$ cat src/rtl/filt_sel_buf_if.sv
// Valid/ready data-transfer interface used on both sides of filt_sel_buf.
//   valid  producer -> consumer   data word is present
//   ready  consumer -> producer   consumer accepts the word this cycle
//   data   producer -> consumer   payload, W bits
// master drives valid/data, slave drives ready.
interface filt_sel_buf_if #(
   parameter int W = 1
);
   logic         valid;
   logic         ready;
   logic [W-1:0] data;

   modport master (output valid, output data, input ready);
   modport slave  (input valid, input data, output ready);
endinterface

$ cat src/rtl/filt_sel_buf.sv
// filt_sel_buf: stream filter that keeps items whose ctrl code is enabled in
// SEL_MASK, strips ctrl, folds the eot of a dropped end-of-transaction item
// into the last kept item, and decouples the output through a DEPTH-entry FIFO.
// Ports:
//   clk       clock
//   rst       asynchronous, active-low reset
//   din       slave side,  data = {eot[LVL-1:0], ctrl[W_CTRL-1:0], data[W_DIN-1:0]}
//   dout      master side, data = {eot[LVL-1:0], data[W_DIN-1:0]}
//   drop_cnt  saturating count of inner transactions that produced no kept item
module filt_sel_buf #(
   parameter int                    W_DIN    = 16,
   parameter int                    LVL      = 1,
   parameter int                    W_CTRL   = 1,
   parameter logic [2**W_CTRL-1:0]  SEL_MASK = 2'b01,
   parameter int                    DEPTH    = 2
) (
   input  logic              clk,
   input  logic              rst,
   filt_sel_buf_if.slave     din,
   filt_sel_buf_if.master    dout,
   output logic [15:0]       drop_cnt
);
   localparam int W_OUT = LVL + W_DIN;
   localparam int PW    = (DEPTH > 1) ? $clog2(DEPTH) : 1;
   localparam int CW    = $clog2(DEPTH + 1);

   logic [W_DIN-1:0]  in_data;
   logic [W_CTRL-1:0] in_ctrl;
   logic [LVL-1:0]    in_eot;

   logic              pend_v_q, pend_v_d;
   logic              pend_done_q, pend_done_d;
   logic [W_OUT-1:0]  pend_q, pend_d;
   logic [15:0]       drop_cnt_q, drop_cnt_d;
   logic [PW-1:0]     wr_ptr_q, wr_ptr_d;
   logic [PW-1:0]     rd_ptr_q, rd_ptr_d;
   logic [CW-1:0]     count_q, count_d;
   logic [W_OUT-1:0]  mem_q [DEPTH];
   logic [W_OUT-1:0]  mem_d [DEPTH];

   logic sel, deot, dmid, full, empty, push, pop, sel_acc;

   assign in_data = din.data[W_DIN-1:0];
   assign in_ctrl = din.data[W_DIN +: W_CTRL];
   assign in_eot  = din.data[W_DIN + W_CTRL +: LVL];

   assign dout.valid = !empty;
   assign dout.data  = mem_q[rd_ptr_q];
   assign drop_cnt   = drop_cnt_q;

   // Classification, handshake and next-state logic. The pending register
   // holds the newest kept item until its final eot is known: it is pushed
   // when it is already done, or when a later kept item displaces it. A push
   // into a full FIFO is legal only together with a pop in the same cycle.
   always_comb begin
      pend_v_d    = pend_v_q;
      pend_done_d = pend_done_q;
      pend_d      = pend_q;
      drop_cnt_d  = drop_cnt_q;
      wr_ptr_d    = wr_ptr_q;
      rd_ptr_d    = rd_ptr_q;
      count_d     = count_q;
      mem_d       = mem_q;

      sel   = din.valid &&  SEL_MASK[in_ctrl];
      deot  = din.valid && !SEL_MASK[in_ctrl] &&  in_eot[0];
      dmid  = din.valid && !SEL_MASK[in_ctrl] && !in_eot[0];
      full  = (count_q == CW'(DEPTH));
      empty = (count_q == '0);
      pop   = !empty && dout.ready;
      push  = pend_v_q && (!full || pop) && (pend_done_q || sel);
      sel_acc   = sel && (!pend_v_q || push);
      din.ready = sel_acc || deot || dmid;

      if (push) begin
         mem_d[wr_ptr_q] = pend_q;
         wr_ptr_d = (wr_ptr_q == PW'(DEPTH - 1)) ? '0 : wr_ptr_q + 1'b1;
         pend_v_d = 1'b0;
      end
      if (pop) begin
         rd_ptr_d = (rd_ptr_q == PW'(DEPTH - 1)) ? '0 : rd_ptr_q + 1'b1;
      end
      case ({push, pop})
         2'b10:   count_d = count_q + 1'b1;
         2'b01:   count_d = count_q - 1'b1;
         default: count_d = count_q;
      endcase

      if (sel_acc) begin
         pend_d      = {in_eot, in_data};
         pend_v_d    = 1'b1;
         pend_done_d = in_eot[0];
      end

      // A dropped eot closes the current transaction. If that transaction
      // has an open kept item, the eot is folded into it; otherwise the
      // transaction produced nothing (a done pending item belongs to the
      // previous transaction) and is counted.
      if (deot) begin
         if (pend_v_q && !pend_done_q) begin
            pend_d[W_OUT-1 -: LVL] = in_eot;
            pend_done_d = 1'b1;
         end else if (drop_cnt_q != 16'hFFFF) begin
            drop_cnt_d = drop_cnt_q + 16'd1;
         end
      end
   end

   // Control state with asynchronous reset; reset discards pending and
   // queued items.
   always_ff @(posedge clk or negedge rst) begin
      if (!rst) begin
         pend_v_q    <= 1'b0;
         pend_done_q <= 1'b0;
         pend_q      <= '0;
         drop_cnt_q  <= '0;
         wr_ptr_q    <= '0;
         rd_ptr_q    <= '0;
         count_q     <= '0;
      end else begin
         pend_v_q    <= pend_v_d;
         pend_done_q <= pend_done_d;
         pend_q      <= pend_d;
         drop_cnt_q  <= drop_cnt_d;
         wr_ptr_q    <= wr_ptr_d;
         rd_ptr_q    <= rd_ptr_d;
         count_q     <= count_d;
      end
   end

   // FIFO storage needs no reset: entries are only read when counted valid.
   always_ff @(posedge clk) begin
      mem_q <= mem_d;
   end
endmodule

$ cat src/flat_wrapper.sv
// flat-port wrapper written by rule: the top's interface ports become plain ports
module filt_sel_buf_flat 
#(
   parameter int                    W_DIN    = 16,
   parameter int                    LVL      = 1,
   parameter int                    W_CTRL   = 1,
   parameter logic [2**W_CTRL-1:0]  SEL_MASK = 2'b01,
   parameter int                    DEPTH    = 2
)
  (clk, rst, drop_cnt, din_valid, din_data, din_ready, dout_valid, dout_data, dout_ready);
  filt_sel_buf_if #(.W((LVL + W_CTRL + W_DIN))) din_i ();
  filt_sel_buf_if #(.W((LVL + W_DIN))) dout_i ();
  input  logic clk;
  input  logic rst;
  output logic [15:0] drop_cnt;
  input wire logic [$bits(din_i.valid)-1:0] din_valid;
  input wire logic [$bits(din_i.data)-1:0] din_data;
  output wire logic [$bits(din_i.ready)-1:0] din_ready;
  output wire logic [$bits(dout_i.valid)-1:0] dout_valid;
  output wire logic [$bits(dout_i.data)-1:0] dout_data;
  input wire logic [$bits(dout_i.ready)-1:0] dout_ready;
  assign din_i.valid = din_valid;
  assign din_i.data = din_data;
  assign din_ready = din_i.ready;
  assign dout_valid = dout_i.valid;
  assign dout_data = dout_i.data;
  assign dout_i.ready = dout_ready;
  filt_sel_buf #(.W_DIN(W_DIN), .LVL(LVL), .W_CTRL(W_CTRL), .SEL_MASK(SEL_MASK), .DEPTH(DEPTH)) u_core (.clk(clk), .rst(rst), .din(din_i), .dout(dout_i), .drop_cnt(drop_cnt));
endmodule
$ cat config.mk
export PLATFORM = sky130hd
export DESIGN_NAME = filt_sel_buf_flat
export DESIGN_NICKNAME = d
export VERILOG_FILES = /design/src/rtl/filt_sel_buf_if.sv /design/src/rtl/filt_sel_buf.sv /design/src/flat_wrapper.sv
export SDC_FILE = /design/constraint.sdc
export NUM_CORES = 1
export LEC_CHECK = 0
export BUFFER_PORTS_ARGS = -buffer_cell sky130_fd_sc_hd__buf_2
export CAP_MARGIN = 15
export CORE_MARGIN = 2
export CORE_UTILIZATION = 49
export CTS_CLUSTER_SIZE = 20
export DETAILED_ROUTE_END_ITERATION = 10
export MAX_ROUTING_LAYER = met4
export PLACE_DENSITY = 0.72
export RECOVER_POWER = 100
export SLEW_MARGIN = 20
export SYNTH_ARGS = -nofsm -noshare
export SYNTH_HDL_FRONTEND = slang
export SYNTH_SLANG_ARGS = --single-unit
$ cat constraint.sdc
create_clock -name clk -period 2.1 [get_ports clk]
set_input_delay 0.105 -clock clk [delete_from_list [all_inputs] [get_ports clk]]
set_output_delay 0.105 -clock clk [all_outputs]
set_load 0.03 [all_outputs]
---- Word level (Yosys, flattened, before mapping) ----
Cells that the tools add are included.
word-level totals
  latch bits .............................. 0
  ROM bits ................................ 0
  bits in writable memories ............... 0
  bits in registers ....................... 73
  bits of input ports ..................... 22
  memories ................................ 0
operators by class
  multiplexer cells ....................... 19
  multipliers ............................. 0
  shift operators ......................... 0
  eq/ne operators ......................... 4
  div/mod/pow operators ................... 0
  $add $sub $neg .......................... 5
  reduce and logical (&&, ||, !) cells .... 25
  order comparisons ....................... 4
  bitwise gates (word level) .............. 3
operators with widths
  kind                     count
  $mux W17                 5
  $bwmux W34               1
  $demux W17 S1            1
  $add A16 B1 Y16 const B  1
  $ne A16 B16 Y1 const B   1
  $mux W1                  11
  $logic_and A1 B1 Y1      10
  $logic_not A1 Y1         6
  $logic_or A1 B1 Y1       5
  $eq A2 B2 Y1 const B     2
  $ge A2 B2 Y1 const B     2
  $not A1 Y2               2
  $pmux W2 S2              1
  $reduce_bool A2 Y1       2
  $reduce_and A3 Y1        1
  $add A1 B1 Y1 const B    2
  $add A2 B1 Y2 const B    1
  $eq A2 B1 Y1 const B     1
  $logic_not A2 Y1         1
  $lt A1 B2 Y1 const B     1
  $lt A2 B1 Y1 const B     1
  $sub A2 B1 Y2 const B    1
  $not A1 Y1               1

---- Longest topological paths before layout ----
Gate-level depths: netlist of run 1.
  depth after elaboration ................. 11
  gate-level depth with buffers ........... 6
  gate-level depth less buffers ........... 6

---- Least setup slack after synthesis of run 1 ----
No wires, ideal clock.
  kind .................................... reg-to-reg
  from .................................... register u_core.count_q[0]
  to ...................................... register u_core.mem_q[0] (netlist bit), enable pin
  cell stages (with the launch flop) ...... 4
  arrival ................................. 1610 ps
  path buffers ............................ 0
  path slack .............................. 99 ps
  clock period less this slack ............ 2001 ps
  setup time .............................. 391 ps
  path through ............................ dfrtp_1 -> nor2_1 -> a221o_1 -> nor2_1
on the way
  longest elaborated chain between the ends .. 6
  elaborated cells on any way between the ends .. 8
RTL lines
  what                                line                 source
  from (decl)                         filt_sel_buf.sv:37   logic [CW-1:0] count_q, count_d;
  from (signal assigned)              filt_sel_buf.sv:127  count_q <= count_d;
  $logic_not A2 Y1                    filt_sel_buf.sv:69   empty = (count_q == '0);
  $logic_not A1 Y1                    filt_sel_buf.sv:70   pop = !empty && dout.ready;
  $logic_and A1 B1 Y1                 filt_sel_buf.sv:70
  $logic_or A1 B1 Y1 *                filt_sel_buf.sv:71   push = pend_v_q && (!full || pop) && (pend_done_q || sel);
  $logic_and A1 B1 Y1 * (2 in a row)  filt_sel_buf.sv:71
  to (signal assigned)                filt_sel_buf.sv:133  mem_q <= mem_d;
  to (decl)                           filt_sel_buf.sv:38   logic [W_OUT-1:0] mem_q [DEPTH];
Every way passes the cells marked *; elsewhere a longest branch is shown, timed or not.
A chain may end at the register's enable or synchronous reset.

---- Final worst setup path of run 1 ----
  from .................................... register u_core.drop_cnt_q[0], in the netlist u_core.drop_cnt[0]
  to ...................................... register u_core.drop_cnt_q[1], in the netlist u_core.drop_cnt[1]
on the way
  longest elaborated chain between the ends .. 2
  elaborated cells on any way between the ends .. 3
RTL lines
  what                                                     line                 source
  from (decl)                                              filt_sel_buf.sv:34   logic [15:0] drop_cnt_q, drop_cnt_d;
  from (signal assigned)                                   filt_sel_buf.sv:124  drop_cnt_q <= drop_cnt_d;
  branches (longest 2 deep; another with $add A16 B1 Y16)  n/a
Parallel ways; which one is timed is not known.

==> metrics, run 1 <==
RSZ-0062 raised after global routing no; via count 1802; clock share of power 21.5%; Crit. End Element flip-flop; final non-filler cell total 359; DIE AREA 6760 um^2; Peak VDD IR 0.716 mV; DRT iter0 DRCs 51; drt total wl 5120 um; Die Height 82.2 um; DP Cell Count 328; First-pass DRT Iterations 4; Worst EP required 2330 ps; RD Place Congestion 0.827; DRC Markers 0; vias in the first global route 1823; Crit path max-delay family simple AND/OR/NAND/NOR gates; Finished Core Util 62.8%; Synth warnings 0; area added between synthesis and finish 24.0%; biggest area consumer among synthesized cells edfxtp_1; top cells by area, synth edfxtp_1 (34%), dfrtp_1 (33%), mux2_2 (13%); Netlist cell types 34; Final period util 89.3%; element type at the critical path start flip-flop; input/output buffers 56; #FFs+latches synth 73; Cell Area, Synth 3000 um^2; top-area cell type share of the netlist area 34.1%; CP arrival 2100 ps; setup TNS 0 ps; EDFF count, synth 34; crit path max fanout 8; share of layout cells above drive strength 1 33.1%; FFs w/ async S/R, synth 53.4%; final clock skew 3.76 ps; most frequent cells in the layout dfrtp_1 (39), mux2_2 (34), edfxtp_1 (34); Tmin final 1870 ps; MaxCap Viol Count 0; post-cts sizing count 0; commonest non-fill, non-tap cell in the layout dfrtp_1; gr usage total 17.8%; P_leak 1.55 nW; clock slew at reported path FFs 80 ps; post-DP HPWL 3470 um; status finished, final reports clean; Final Setup Violations 0; CP max stage cell nor4_4; Sw Pwr 0.00160 W; TritonCTS Buffers 9; crit path buf inv count 0; Initial Util 50.6%; Root Driver clkbuf_8; vias per cell 5.02; Top-Level Pins 57; syn nets 219; fmax 534 MHz; clock latency on the worst-skew pair 340 ps; Ant. Diodes 0; sequential share of power 46.6%; htree depth 3; cells after synthesis 195; max-slew violations 0; Avg Inst Size Synth 15.4 um^2; Core Area 5920 um^2; Final Hold Fails 0; slew margin rel. 25.2%; Post-Layout Inst Area 3720 um^2; CTS max path bufs 2; Max stage delay on crit path 450 ps; global route total overflow 0; drt wl/cell 14.3 um; largest net degree at the start of global routing 21; Site Rows 28; Internal 0.00294 W; CTS tree built; initial antenna violation count 0; Final #Nets 303; Die Wd 82.2 um; Slew @ Worst Pin 1120 ps; Crit Path Category flip-flop to flip-flop; CP Cell Sequence ha_1 > nand4_2 > nor4_4 > nor2_1 > mux2_4; first-pass GRT wire length 8490 um; Main synth FF type dfrtp_1; Comb power frac 31.9%; Switching Fraction 35.2%; power per cell area 1220 nW/um^2; min-delay worst type input port to flip-flop; post-synthesis sequential area ratio 66.6%; placed inst area 3430 um^2; post-route ant nets 0; clk sink count 73
[final cells by class]
type,instances,area [um^2]
repair buffers,77,460
flip-flops and latches,73,2000
clock buffers,10,138
fillers,475,2200
clock inverters,6,42.5
well taps,75,93.8
multi-input cells,113,967
inverters,5,18.8
[synthesized netlist by cell type (2+ instances only)]
cell type	n
and2_1	3
and3_1	3
buf_2	3
dfrtp_1	39
edfxtp_1	34
ha_1	2
inv_1	5
mux2_2	34
nand2_1	7
nand2b_1	2
nand3_1	5
nand4_4	2
nor2_1	6
nor3_1	5
nor3b_1	2
nor4_1	6
o21ai_0	4
xnor2_1	4
xor2_1	14
[per-layer routing]
layer / global-route usage [%] / vias to the layer above / wire length [um]
li1: - / 881 / -
met1: 21.3 / 877 / 2390
met2: 28.5 / 40 / 2480
met3: 5.22 / 4 / 199
met4: 7.00 / 0 / 48
met5: - / - / 0
[power by group through the flow]
stage / clock network (W) / registers, W / logic (W)
floorplan: 0 / 0.00216 / 0.00100
global placement: 0 / 0.00211 / 0.00147
detailed placement: 0 / 0.00214 / 0.00149
CTS: 0.00101 / 0.00211 / 0.00152
global route: 0.00106 / 0.00216 / 0.00158
finish: 0.000979 / 0.00212 / 0.00145
[worst paths after layout]
path	startpoint	endpoint	slack, ps	depth (start not counted)
max in group asynchronous	rst	u_core.drop_cnt[15]$_DFFE_PN0P_	510	3
max	u_core.drop_cnt[0]$_DFFE_PN0P_	u_core.drop_cnt[1]$_DFFE_PN0P_	230	5
min	din_data[5]	u_core.pend_q[5]$_DFFE_PN0P_	20	2
max reg2reg	u_core.drop_cnt[0]$_DFFE_PN0P_	u_core.drop_cnt[1]$_DFFE_PN0P_	230	5
min in group asynchronous	rst	u_core.count_q[0]$_DFFE_PN0P_	500	2
min reg2reg	u_core.pend_q[11]$_DFFE_PN0P_	u_core.mem_q[28]$_DFFE_PP_	460	0
[state kept, by name, summed over array words and instances, names as in the netlist]
| signal | cells |
|---|---|
| u_core.count_q | 2 |
| u_core.drop_cnt | 16 |
| u_core.mem_q | 34 |
| u_core.pend_done_q | 1 |
| u_core.pend_q | 17 |
| u_core.pend_v_q | 1 |
| u_core.rd_ptr_q | 1 |
| u_core.wr_ptr_q | 1 |
[logic make-up (layout without fill, tap and decap cells)]
group	count (synthesis)	after routing	synth area share [%]
AOI/OAI and AO/OA	7	7	1.46
buffers and inverters	9	98	1.25
adders and majority gates	2	2	0.835
xor gates and xnor gates	18	18	5.26
muxes	36	36	13.6
and+or+nand+nor	50	50	11.0
DFF	73	73	66.6
[timing repair]
item | 4_1_cts | 5_1_grt
hold buffers | 14 | 1
hold endpoints to repair | 32 | 1
setup buffers | 0 | 0
[metrics by stage]
step / hold WS (ps) / total power (W) / worst slack [ps]
after global routing: 0.271 / 0.00480 / 108
after detailed placement: 94.2 / 0.00363 / 289
after CTS: 0.156 / 0.00464 / 278
after global placement: 86.7 / 0.00358 / 364
after floorplan: -191 / 0.00316 / 99.0
final: 15.1 / 0.00455 / 226
Note: power is estimated with default switching activity, not from simulation.
==> run 2: changes to the inputs <==
--- a/config.mk
+++ b/config.mk
@@ -14,6 +14,7 @@
 export MAX_ROUTING_LAYER = met4
 export PLACE_DENSITY = 0.72
 export RECOVER_POWER = 100
+export SETUP_SLACK_MARGIN = 0.5
 export SLEW_MARGIN = 20
 export SYNTH_ARGS = -nofsm -noshare
 export SYNTH_HDL_FRONTEND = slang
==> run 2 against run 1 <==
  * First-iteration DRC count increased by 92%
  * Worst setup slack improved by 120 ps
  * Wire length increased by 4.0%
  * Critical endpoint is now u_core.mem_q[13]$_DFFE_PP_
  * Critical path type unchanged
  * Die area unchanged
  * Cell count increased by 1.1%
  * Highest routed layer is now met3
  * Count of clock-buffer cells in the layout increased by 1
  * Flip-flop and latch count unchanged
  * Core utilization increased by 1.9 points
  * Design area increased by 3.0%
==> metrics, run 2 (same netlist as run 1, synthesis figures left out) <==
RD Place Congestion 0.846 (+2.4%); Peak VDD IR 0.711 mV (-0.78%); P_leak 1.58 nW (+1.9%); area added between synthesis and finish 27.7%; clock latency on the worst-skew pair 330 ps (about the same); DRT iter0 DRCs 98 (+92%); First-pass DRT Iterations 5 (+1); drt wl/cell 14.7 um (+2.8%); Max stage delay on crit path 450 ps (about the same); Final period util 83.6% (-5.6 points); r2r endpoint u_core.mem_q[13]$_DFFE_PP_; Setup WS post-layout 344 ps (+118 ps); gr usage total 16.9% (-0.90 points); Root Driver clkbuf_8; Slew @ Worst Pin 999 ps (-123 ps); global route total overflow 0 (unchanged); clock slew at reported path FFs 70 ps (about the same); Final Setup Violations 0 (unchanged); largest register by flop count u_core.mem_q; vias in the first global route 1719 (-5.7%); fmax 569 MHz (+6.7%); largest net degree at the start of global routing 40 (+90%); most frequent cells in the layout mux2_2 (34), edfxtp_1 (34), clkbuf_1 (30); crit path max fanout 17 (+9); CTS max path bufs 2 (unchanged); via count 1853 (+2.8%); RSZ-0062 raised after global routing yes; Crit Path Category flip-flop to flip-flop; Crit. End Element flip-flop; share of layout cells above drive strength 1 41.7% (+8.6 points); Final Power 0.00509 W (+12%); Final #Nets 307 (+1.3%); Ant. Diodes 0 (unchanged); setup TNS 0 ps (unchanged); htree depth 3 (unchanged); final clock skew 8.86 ps (+5.10 ps); status finished, final reports clean; input/output buffers 56 (unchanged); Die Height 82.2 um (unchanged); clk sink count 73 (unchanged); CTS tree built; CP Cell Sequence a221o_1 > nor2_2 > clkbuf_2; Crit path max-delay family compound AO/OA/AOI/OAI gates; Die Wd 82.2 um (unchanged); TritonCTS Buffers 9 (unchanged); DRC Markers 0 (unchanged); slew margin rel. 33.4% (+8.2 points); Final Hold Fails 0 (unchanged); Worst EP required 2070 ps (-260 ps); Site Rows 28 (unchanged); power per cell area 1330 nW/um^2 (+8.8%); Core Area 5920 um^2 (unchanged); crit path buf inv count 1 (+1); DIE AREA 6760 um^2 (unchanged); initial antenna violation count 0 (unchanged); post-route ant nets 0 (unchanged); element type at the critical path start flip-flop; first-pass GRT wire length 8200 um (-3.3%); max reg flops 34 (unchanged); Reg2Reg Setup Slack 340 ps (+120 ps); worst hold path depth 2 (unchanged); CP max stage cell a221o_1; Place WS 459 ps (+170 ps); hold_sp din_data[0]; hold path endpoint u_core.pend_q[0]$_DFFE_PN0P_; Top-Level Pins 57 (unchanged); CP arrival 1720 ps (-380 ps); min-delay worst type input port to flip-flop; post-DP HPWL 3540 um (+2.0%); max-slew violations 0 (unchanged); drt total wl 5320 um (+4.0%); RR Startpoint u_core.count_q[1]$_DFFE_PN0P_; Initial Util 50.6% (unchanged); vias per cell 5.10 (+1.7%); Tmin final 1760 ps (-118 ps); MaxCap Viol Count 0 (unchanged); FF-to-FF path depth 3 (-2); Fin Hold WS 16.5 ps (+1.35 ps)
[run 2: area by class of cell]
cell class	count	area (um^2)
Clock buffer	11	141
Clock inverter	5	128
Fill cell	467	2090
Inverter	5	18.8
Multi-Input combinational cell	113	992
Sequential cell	73	2010
Tap cell	75	93.8
Timing Repair Buffer	81	440
[run 2: how the worst max path moves through the flow]
stage	startpoint	to	slack [ps]	depth (start not counted)
3_5_place_dp	u_core.count_q[0]$_DFFE_PN0P_	u_core.count_q[1]$_DFFE_PN0P_	460	5
5_1_grt	u_core.count_q[1]$_DFFE_PN0P_	u_core.pend_q[2]$_DFFE_PN0P_	250	4
6_report	u_core.count_q[1]$_DFFE_PN0P_	u_core.mem_q[13]$_DFFE_PP_	340	3
4_1_cts	u_core.drop_cnt[0]$_DFFE_PN0P_	u_core.drop_cnt[1]$_DFFE_PN0P_	500	6
2_1_floorplan	u_core.count_q[0]$_DFFE_PN0P_	u_core.mem_q[0]$_DFFE_PP_	360	3
3_3_place_gp	u_core.count_q[0]$_DFFE_PN0P_	u_core.mem_q[20]$_DFFE_PP_	510	4
[run 2: repair_timing]
action | in CTS | in global routing
hold buffers | 7 | 0
gates resized for setup | 4 | 15
pin swaps | 3 | 6
hold endpoints to repair | 45 | 0
setup endpoints to repair | 47 | 44
setup buffers | 8 | 5
[run 2: power by group]
part	leakage [nW]	switching [W]	total [W]	internal, W
Clock	0.130	0.000493	0.00144	0.000943
Combinational	0.674	0.000923	0.00152	0.000601
Sequential	0.777	0.000204	0.00213	0.00193
[run 2: per-stage QoR]
step | util, % | instances | area [um^2]
6_report | 64.6 | 363 | 3830
3_5_place_dp | 58.1 | 327 | 3440
5_1_grt | 64.6 | 363 | 3830
3_3_place_gp | 58.1 | 327 | 3440
4_1_cts | 65.1 | 358 | 3850
2_1_floorplan | - | 195 | 3040
[run 2: routing by layer]
layer,global-route usage [%],part of all wire (%)
met5,-,0
met4,5.00,0
met3,4.67,3.9
met2,25.1,49
met1,22.9,47
